$ cat src/rtl/imm_gen_pkg.sv
// Shared opcode constants and immediate-format encoding for the pipelined
// immediate generator and its combinational decoder.
package imm_gen_pkg;

  localparam logic [6:0] OPC_LOAD    = 7'b0000011;
  localparam logic [6:0] OPC_OPIMM   = 7'b0010011;
  localparam logic [6:0] OPC_OPIMM32 = 7'b0011011;
  localparam logic [6:0] OPC_STORE   = 7'b0100011;
  localparam logic [6:0] OPC_BRANCH  = 7'b1100011;
  localparam logic [6:0] OPC_LUI     = 7'b0110111;
  localparam logic [6:0] OPC_AUIPC   = 7'b0010111;
  localparam logic [6:0] OPC_JAL     = 7'b1101111;
  localparam logic [6:0] OPC_JALR    = 7'b1100111;
  localparam logic [6:0] OPC_SYSTEM  = 7'b1110011;
  localparam logic [6:0] OPC_OP      = 7'b0110011;
  localparam logic [6:0] OPC_OP32    = 7'b0111011;
  localparam logic [6:0] OPC_FENCE   = 7'b0001111;

  typedef enum logic [2:0] {
    FMT_NONE = 3'd0,
    FMT_I    = 3'd1,
    FMT_S    = 3'd2,
    FMT_B    = 3'd3,
    FMT_U    = 3'd4,
    FMT_J    = 3'd5,
    FMT_Z    = 3'd6
  } imm_fmt_t;

endpackage

$ cat src/rtl/imm_gen_pipe_if.sv
// Instruction-in / immediate-out stream bundle. master drives instructions
// and consumes results; slave is the immediate generator stage.
interface imm_gen_pipe_if
  import imm_gen_pkg::*;
#(
  parameter int XLEN  = 32,
  parameter int TAG_W = 8
);

  logic             in_valid;
  logic             in_ready;
  logic [31:0]      in_instr;
  logic [TAG_W-1:0] in_tag;
  logic             out_valid;
  logic             out_ready;
  logic [XLEN-1:0]  out_imm;
  imm_fmt_t         out_fmt;
  logic             out_illegal;
  logic [TAG_W-1:0] out_tag;

  modport master (
    output in_valid, in_instr, in_tag, out_ready,
    input  in_ready, out_valid, out_imm, out_fmt, out_illegal, out_tag
  );

  modport slave (
    input  in_valid, in_instr, in_tag, out_ready,
    output in_ready, out_valid, out_imm, out_fmt, out_illegal, out_tag
  );

endinterface

$ cat src/rtl/imm_decode_xlen.sv
// Combinational RISC-V immediate decoder: builds a 32-bit sign-extended
// immediate per format, then widens it to XLEN (32 or 64).
module imm_decode_xlen
  import imm_gen_pkg::*;
#(
  parameter int XLEN = 32
) (
  input  logic [31:0]     instr,
  output logic [XLEN-1:0] imm,
  output imm_fmt_t        fmt,
  output logic            illegal
);

  logic [31:0] raw;
  logic        is64;

  assign is64 = (XLEN == 64);

  always_comb begin
    raw     = '0;
    fmt     = FMT_NONE;
    illegal = 1'b0;
    case (instr[6:0])
      OPC_LOAD, OPC_OPIMM, OPC_JALR: begin
        fmt = FMT_I;
        raw = {{20{instr[31]}}, instr[31:20]};
      end
      OPC_OPIMM32: begin
        if (is64) begin
          fmt = FMT_I;
          raw = {{20{instr[31]}}, instr[31:20]};
        end else begin
          illegal = 1'b1;
        end
      end
      OPC_STORE: begin
        fmt = FMT_S;
        raw = {{20{instr[31]}}, instr[31:25], instr[11:7]};
      end
      OPC_BRANCH: begin
        fmt = FMT_B;
        raw = {{19{instr[31]}}, instr[31], instr[7], instr[30:25], instr[11:8], 1'b0};
      end
      OPC_LUI, OPC_AUIPC: begin
        fmt = FMT_U;
        raw = {instr[31:12], 12'h000};
      end
      OPC_JAL: begin
        fmt = FMT_J;
        raw = {{11{instr[31]}}, instr[31], instr[19:12], instr[20], instr[30:21], 1'b0};
      end
      OPC_SYSTEM: begin
        // funct3[2] selects the CSR immediate forms, whose rs1 field is a zimm
        if (instr[14]) begin
          fmt = FMT_Z;
          raw = {27'd0, instr[19:15]};
        end else begin
          fmt = FMT_I;
          raw = {{20{instr[31]}}, instr[31:20]};
        end
      end
      OPC_OP, OPC_FENCE: begin
        fmt = FMT_NONE;
      end
      OPC_OP32: begin
        illegal = !is64;
      end
      default: begin
        illegal = 1'b1;
      end
    endcase
  end

  // raw is already sign-extended to 32 bits; zimm has bit 31 clear so it widens as zero
  assign imm = XLEN'($signed(raw));

endmodule

$ cat src/rtl/imm_gen_pipe.sv
// Pipelined immediate generator with an output register plus one skid entry.
// Optional IMM_GEN_STATS_EN adds saturating accept/illegal counters.
module imm_gen_pipe
  import imm_gen_pkg::*;
#(
  parameter int XLEN  = 32,
  parameter int TAG_W = 8
) (
  input  logic        clk,
  input  logic        rst,
  imm_gen_pipe_if.slave bus
`ifdef IMM_GEN_STATS_EN
  ,
  output logic [31:0] stat_acc_cnt,
  output logic [31:0] stat_ill_cnt
`endif
);

  logic [XLEN-1:0]  dec_imm;
  imm_fmt_t         dec_fmt;
  logic             dec_ill;

  logic             out_valid_r;
  logic [XLEN-1:0]  out_imm_r;
  imm_fmt_t         out_fmt_r;
  logic             out_ill_r;
  logic [TAG_W-1:0] out_tag_r;

  logic             skid_valid;
  logic [XLEN-1:0]  skid_imm;
  imm_fmt_t         skid_fmt;
  logic             skid_ill;
  logic [TAG_W-1:0] skid_tag;

  logic             accept;
  logic             drain;

  imm_decode_xlen #(.XLEN(XLEN)) u_decode (
    .instr   (bus.in_instr),
    .imm     (dec_imm),
    .fmt     (dec_fmt),
    .illegal (dec_ill)
  );

  // in_ready comes straight from the skid flop, so out_ready never reaches it combinationally
  assign bus.in_ready    = !skid_valid;
  assign bus.out_valid   = out_valid_r;
  assign bus.out_imm     = out_imm_r;
  assign bus.out_fmt     = out_fmt_r;
  assign bus.out_illegal = out_ill_r;
  assign bus.out_tag     = out_tag_r;

  assign accept = bus.in_valid && !skid_valid;
  assign drain  = out_valid_r && bus.out_ready;

  always_ff @(posedge clk or posedge rst) begin
    if (rst) begin
      out_valid_r <= 1'b0;
      out_imm_r   <= '0;
      out_fmt_r   <= FMT_NONE;
      out_ill_r   <= 1'b0;
      out_tag_r   <= '0;
      skid_valid  <= 1'b0;
      skid_imm    <= '0;
      skid_fmt    <= FMT_NONE;
      skid_ill    <= 1'b0;
      skid_tag    <= '0;
    end else if (!out_valid_r || drain) begin
      // output slot is free this cycle: refill from skid first, else from the decoder
      if (skid_valid) begin
        out_valid_r <= 1'b1;
        out_imm_r   <= skid_imm;
        out_fmt_r   <= skid_fmt;
        out_ill_r   <= skid_ill;
        out_tag_r   <= skid_tag;
        skid_valid  <= accept;
        if (accept) begin
          skid_imm <= dec_imm;
          skid_fmt <= dec_fmt;
          skid_ill <= dec_ill;
          skid_tag <= bus.in_tag;
        end
      end else if (accept) begin
        out_valid_r <= 1'b1;
        out_imm_r   <= dec_imm;
        out_fmt_r   <= dec_fmt;
        out_ill_r   <= dec_ill;
        out_tag_r   <= bus.in_tag;
      end else begin
        out_valid_r <= 1'b0;
      end
    end else if (accept) begin
      skid_valid <= 1'b1;
      skid_imm   <= dec_imm;
      skid_fmt   <= dec_fmt;
      skid_ill   <= dec_ill;
      skid_tag   <= bus.in_tag;
    end
  end

`ifdef IMM_GEN_STATS_EN
  always_ff @(posedge clk or posedge rst) begin
    if (rst) begin
      stat_acc_cnt <= '0;
      stat_ill_cnt <= '0;
    end else if (accept) begin
      if (stat_acc_cnt != 32'hFFFF_FFFF) stat_acc_cnt <= stat_acc_cnt + 32'd1;
      if (dec_ill && stat_ill_cnt != 32'hFFFF_FFFF) stat_ill_cnt <= stat_ill_cnt + 32'd1;
    end
  end
`endif

endmodule

$ cat src/flat_wrapper.sv
// flat-port wrapper written by rule: the top's interface ports become plain ports
module imm_gen_pipe_flat import imm_gen_pkg::*;
#(
  parameter int XLEN  = 32,
  parameter int TAG_W = 8
)
  (clk, rst, bus_in_valid, bus_in_instr, bus_in_tag, bus_out_ready, bus_in_ready, bus_out_valid, bus_out_imm, bus_out_fmt, bus_out_illegal, bus_out_tag);
  imm_gen_pipe_if #(.XLEN(XLEN), .TAG_W(TAG_W)) bus_i ();
  input  logic clk;
  input  logic rst;
  input wire logic [$bits(bus_i.in_valid)-1:0] bus_in_valid;
  input wire logic [$bits(bus_i.in_instr)-1:0] bus_in_instr;
  input wire logic [$bits(bus_i.in_tag)-1:0] bus_in_tag;
  input wire logic [$bits(bus_i.out_ready)-1:0] bus_out_ready;
  output wire logic [$bits(bus_i.in_ready)-1:0] bus_in_ready;
  output wire logic [$bits(bus_i.out_valid)-1:0] bus_out_valid;
  output wire logic [$bits(bus_i.out_imm)-1:0] bus_out_imm;
  output wire logic [$bits(bus_i.out_fmt)-1:0] bus_out_fmt;
  output wire logic [$bits(bus_i.out_illegal)-1:0] bus_out_illegal;
  output wire logic [$bits(bus_i.out_tag)-1:0] bus_out_tag;
  assign bus_i.in_valid = bus_in_valid;
  assign bus_i.in_instr = bus_in_instr;
  assign bus_i.in_tag = bus_in_tag;
  assign bus_i.out_ready = bus_out_ready;
  assign bus_in_ready = bus_i.in_ready;
  assign bus_out_valid = bus_i.out_valid;
  assign bus_out_imm = bus_i.out_imm;
  assign bus_out_fmt = bus_i.out_fmt;
  assign bus_out_illegal = bus_i.out_illegal;
  assign bus_out_tag = bus_i.out_tag;
  imm_gen_pipe #(.XLEN(XLEN), .TAG_W(TAG_W)) u_core (.clk(clk), .rst(rst), .bus(bus_i));
endmodule
$ cat config.mk
export PLATFORM = sky130hd
export DESIGN_NAME = imm_gen_pipe_flat
export DESIGN_NICKNAME = d
export VERILOG_FILES = /design/src/rtl/imm_gen_pkg.sv /design/src/rtl/imm_gen_pipe_if.sv /design/src/rtl/imm_decode_xlen.sv /design/src/rtl/imm_gen_pipe.sv /design/src/flat_wrapper.sv
export SDC_FILE = /design/constraint.sdc
export NUM_CORES = 1
export LEC_CHECK = 0
export ABC_AREA = 1
export BUFFER_PORTS_ARGS = -buffer_cell sky130_fd_sc_hd__buf_2
export CAP_MARGIN = 20
export CORE_ASPECT_RATIO = 0.8
export CORE_UTILIZATION = 60
export DETAILED_ROUTE_END_ITERATION = 10
export GPL_ROUTABILITY_DRIVEN = 0
export PLACE_DENSITY = 0.84
export SYNTH_ARGS = -nofsm -noshare
export SYNTH_HDL_FRONTEND = slang
export SYNTH_SLANG_ARGS = --single-unit
$ cat constraint.sdc
create_clock -name clk -period 3.7 [get_ports clk]
set_input_delay 0.185 -clock clk [delete_from_list [all_inputs] [get_ports clk]]
set_output_delay 0.185 -clock clk [all_outputs]
set_load 0.005 [all_outputs]
==> impl_metrics.tcl <==
set metrics [dict create \
    cts_max_level 3 \
    setup_tns_ns 0 \
    path_class "flop to flop" \
    reg2reg_slack_ns 1.19 \
    hold_viol 0 \
    worstPathCellList "nor2_1, nor2_1, buf_4, inv_2, buf_4, a21oi_1, nand2_1, nand2_1" \
    fin_nets 788 \
    p_seq_frac 0.524 \
    maxSlewViolCount 0 \
    grt_start_max_net_pins 76 \
    rsz0062_at_grt "no" \
    globalRoute.totalOverflow 0 \
    dieWidth_um 102 \
    post_cts_buffers 0 \
    ios 90 \
    powerDensity_nw_per_um2 436 \
    wirelength_mm 11.8 \
    tightest_slew_ns 0.830 \
    setup_viol 0 \
    antenna_found_initial 0 \
    dpl_cell_area_sq_um 5200 \
    cts.sinks 90 \
    crit_path_max_fanout 35 \
    synth.avg_cell_area_sq_um 7.06 \
    grt_use_total 0.297 \
    leakagePower_nw 3.03 \
    final_area_sq_um 5420 \
    grt_pass1_vias 4076 \
    clock_skew_ns 0.0112 \
    ir_worst_vdd_uv 270 \
    port_buffers 89 \
    dp.cells 836 \
    cp.required_ns 3.96 \
    start_util 0.637 \
    cp-start-kind "flop" \
    cts_tree "built" \
    clock.fmax_mhz 398 \
    via_count 4779 \
    grt_pass1_wl_mm 19.3 \
    syn-num-nets 726 \
    arrival_ns 2.78 \
    syn_area_sq_um 4820 \
    synth-seq-area-share 0.468 \
    cts_buffer_depth 2 \
    slowest_stage "dfrtp_1" \
    drive_above_1_share 0.166 \
    antenna_cells 0 \
    synth_cells 682 \
    status "finished clean" \
    yosysUniqueCellTypes 21 \
    cts_made_buffers 9 \
    min_period_over_period 0.679 \
    cts.reportedPaths.clkPinSlew_ns 0.09 \
    yosys_register_bits 90 \
    wl_per_cell_um 13.8 \
    drtIter0Drc 571 \
    die_area_sq_um 8390 \
    die_y_um 82.1 \
    row_count 28 \
    netSwitchingPower_mw 0.748 \
    relSlewSlack 0.445 \
    fin_crit_ns 2.51 \
    vias_per_cell 5.60 \
    cap_violations 0 \
    dp_hpwl_mm 7.75 \
    finalNonFillerCells 854 \
    end_kind "flop" \
    p_sw_frac 0.317 \
    p_comb_frac 0.204 \
    area_delta_synth_final_pct 12.5 \
    p_clk_frac 0.272 \
    coreArea_sq_um 7570 \
    drtPass1Iterations 5 \
    ant_nets 0 \
    drc 0 \
    cts_root_buffer "clkbuf_8" \
    hold_path.class "input pin to flop" \
    clk_latency_ns 0.36 \
    max_stage_delay_ns 0.67 \
    hold_ws_ns 0.0254 \
    yosysWarnings 0 \
    p_int_mw 1.61 \
]
[timing repair]
action	4_1_cts	5_1_grt
hold buffers	1	0
hold endpoints to repair	36	0
gates resized for setup	0	0
[Yosys cell counts]
cell	count	area (sq um)
clkbuf_1	14	52.6
nand3_1	65	325
nor2_1	140	526
buf_2	18	90.1
nor2_4	2	22.5
dfrtp_1	90	2250
nand3_2	1	10.0
buf_1	4	15.0
a21oi_1	20	100
nor2_2	1	6.26
nand2_2	2	12.5
or2_2	1	6.26
buf_6	1	11.3
inv_2	6	22.5
a31oi_1	32	200
nand4_1	8	50.1
nand2_1	205	769
inv_1	30	113
nand3b_1	2	15.0
o21ai_0	33	165
buf_4	7	52.6
[per-layer routing]
layer  GRT usage  up-vias  wire (um)
li1            -     2314          -
met1       0.429     2199       5160
met2       0.458      255       5450
met3      0.0581       11       1090
met4      0.0886        0        123
met5           0        -          0
[power groups by stage]
stage | Sequential, mW | Combinational [mW] | Clock (mW)
floorplan | 1.25 | 0.303 | 0
global placement | 1.25 | 0.462 | 0
detailed placement | 1.26 | 0.478 | 0
CTS | 1.24 | 0.482 | 0.649
global route | 1.26 | 0.553 | 0.685
finish | 1.24 | 0.482 | 0.643
[state kept, by name, summed over array words and instances, names as in the netlist]
| signal | cells |
|---|---|
| u_core.bus.out_illegal | 1 |
| u_core.skid_imm | 32 |
| u_core.skid_fmt | 3 |
| u_core.skid_ill | 1 |
| u_core.skid_valid | 1 |
| u_core.bus.out_valid | 1 |
| u_core.bus.out_tag | 8 |
| u_core.skid_tag | 8 |
| u_core.bus.out_imm | 32 |
| u_core.bus.out_fmt | 3 |
[logic make-up (layout without fill, tap and decap cells)]
| family | after synthesis | after routing | share of synthesized area |
|---|---|---|---|
| AND/OR/NAND/NOR | 427 | 427 | 0.362 |
| AO/OA/AOI/OAI | 85 | 85 | 0.0966 |
| flip-flops | 90 | 90 | 0.468 |
| buffers and inverters | 80 | 147 | 0.0740 |
[critical path, delay by kind of cell (launching register included)]
kind / cells / cell delay, ns
buffers and inverters: 3 / 1.09
DFF: 1 / 0.67
and+or+nand+nor: 4 / 0.54
AOI/OAI and AO/OA: 1 / 0.07
[stage by stage]
| step | power (mW) | worst slack, ns | util |
|---|---|---|---|
| floorplan | 1.55 | 1.18 | - |
| global placement | 1.71 | 1.19 | 0.688 |
| detailed placement | 1.73 | 1.12 | 0.688 |
| CTS | 2.37 | 1.11 | 0.714 |
| global route | 2.50 | 0.920 | 0.716 |
| finish | 2.36 | 1.19 | 0.716 |
[final timing paths]
path | start | end | cells after the start
max | u_core.skid_valid | u_core.bus.out_imm[19] | 8
min | bus_in_tag[2] | u_core.skid_tag[2] | 3
max reg2reg | u_core.skid_valid | u_core.bus.out_imm[19] | 8
min reg2reg | u_core.bus.out_imm[21] | u_core.bus.out_imm[21] | 2
max in group asynchronous | rst | u_core.bus.out_imm[2] | 4
min in group asynchronous | rst | u_core.bus.out_imm[17] | 3
[cells in the final DEF, fill, tap and decap left out, drive strengths merged]
cell type | Yosys | final
or2 | 1 | 1
buf | 30 | 94
nand3b | 2 | 2
dfrtp | 90 | 90
o21ai | 33 | 33
inv | 36 | 37
nor2 | 143 | 143
nand4 | 8 | 8
a21oi | 20 | 20
nand3 | 66 | 66
clkbuf | 14 | 10
a31oi | 32 | 32
nand2 | 207 | 207
clkinv | 0 | 5
dlygate4sd3 | 0 | 1
[final cells by class]
cell class | instances | area, sq um
clock buffer | 10 | 138
multi-input combinational | 512 | 2210
sequential | 90 | 2250
timing repair buffer | 95 | 505
inverter | 36 | 136
fill | 625 | 2150
tap | 105 | 131
clock inverter | 6 | 48.8
Power figures use the tool's default switching activity.
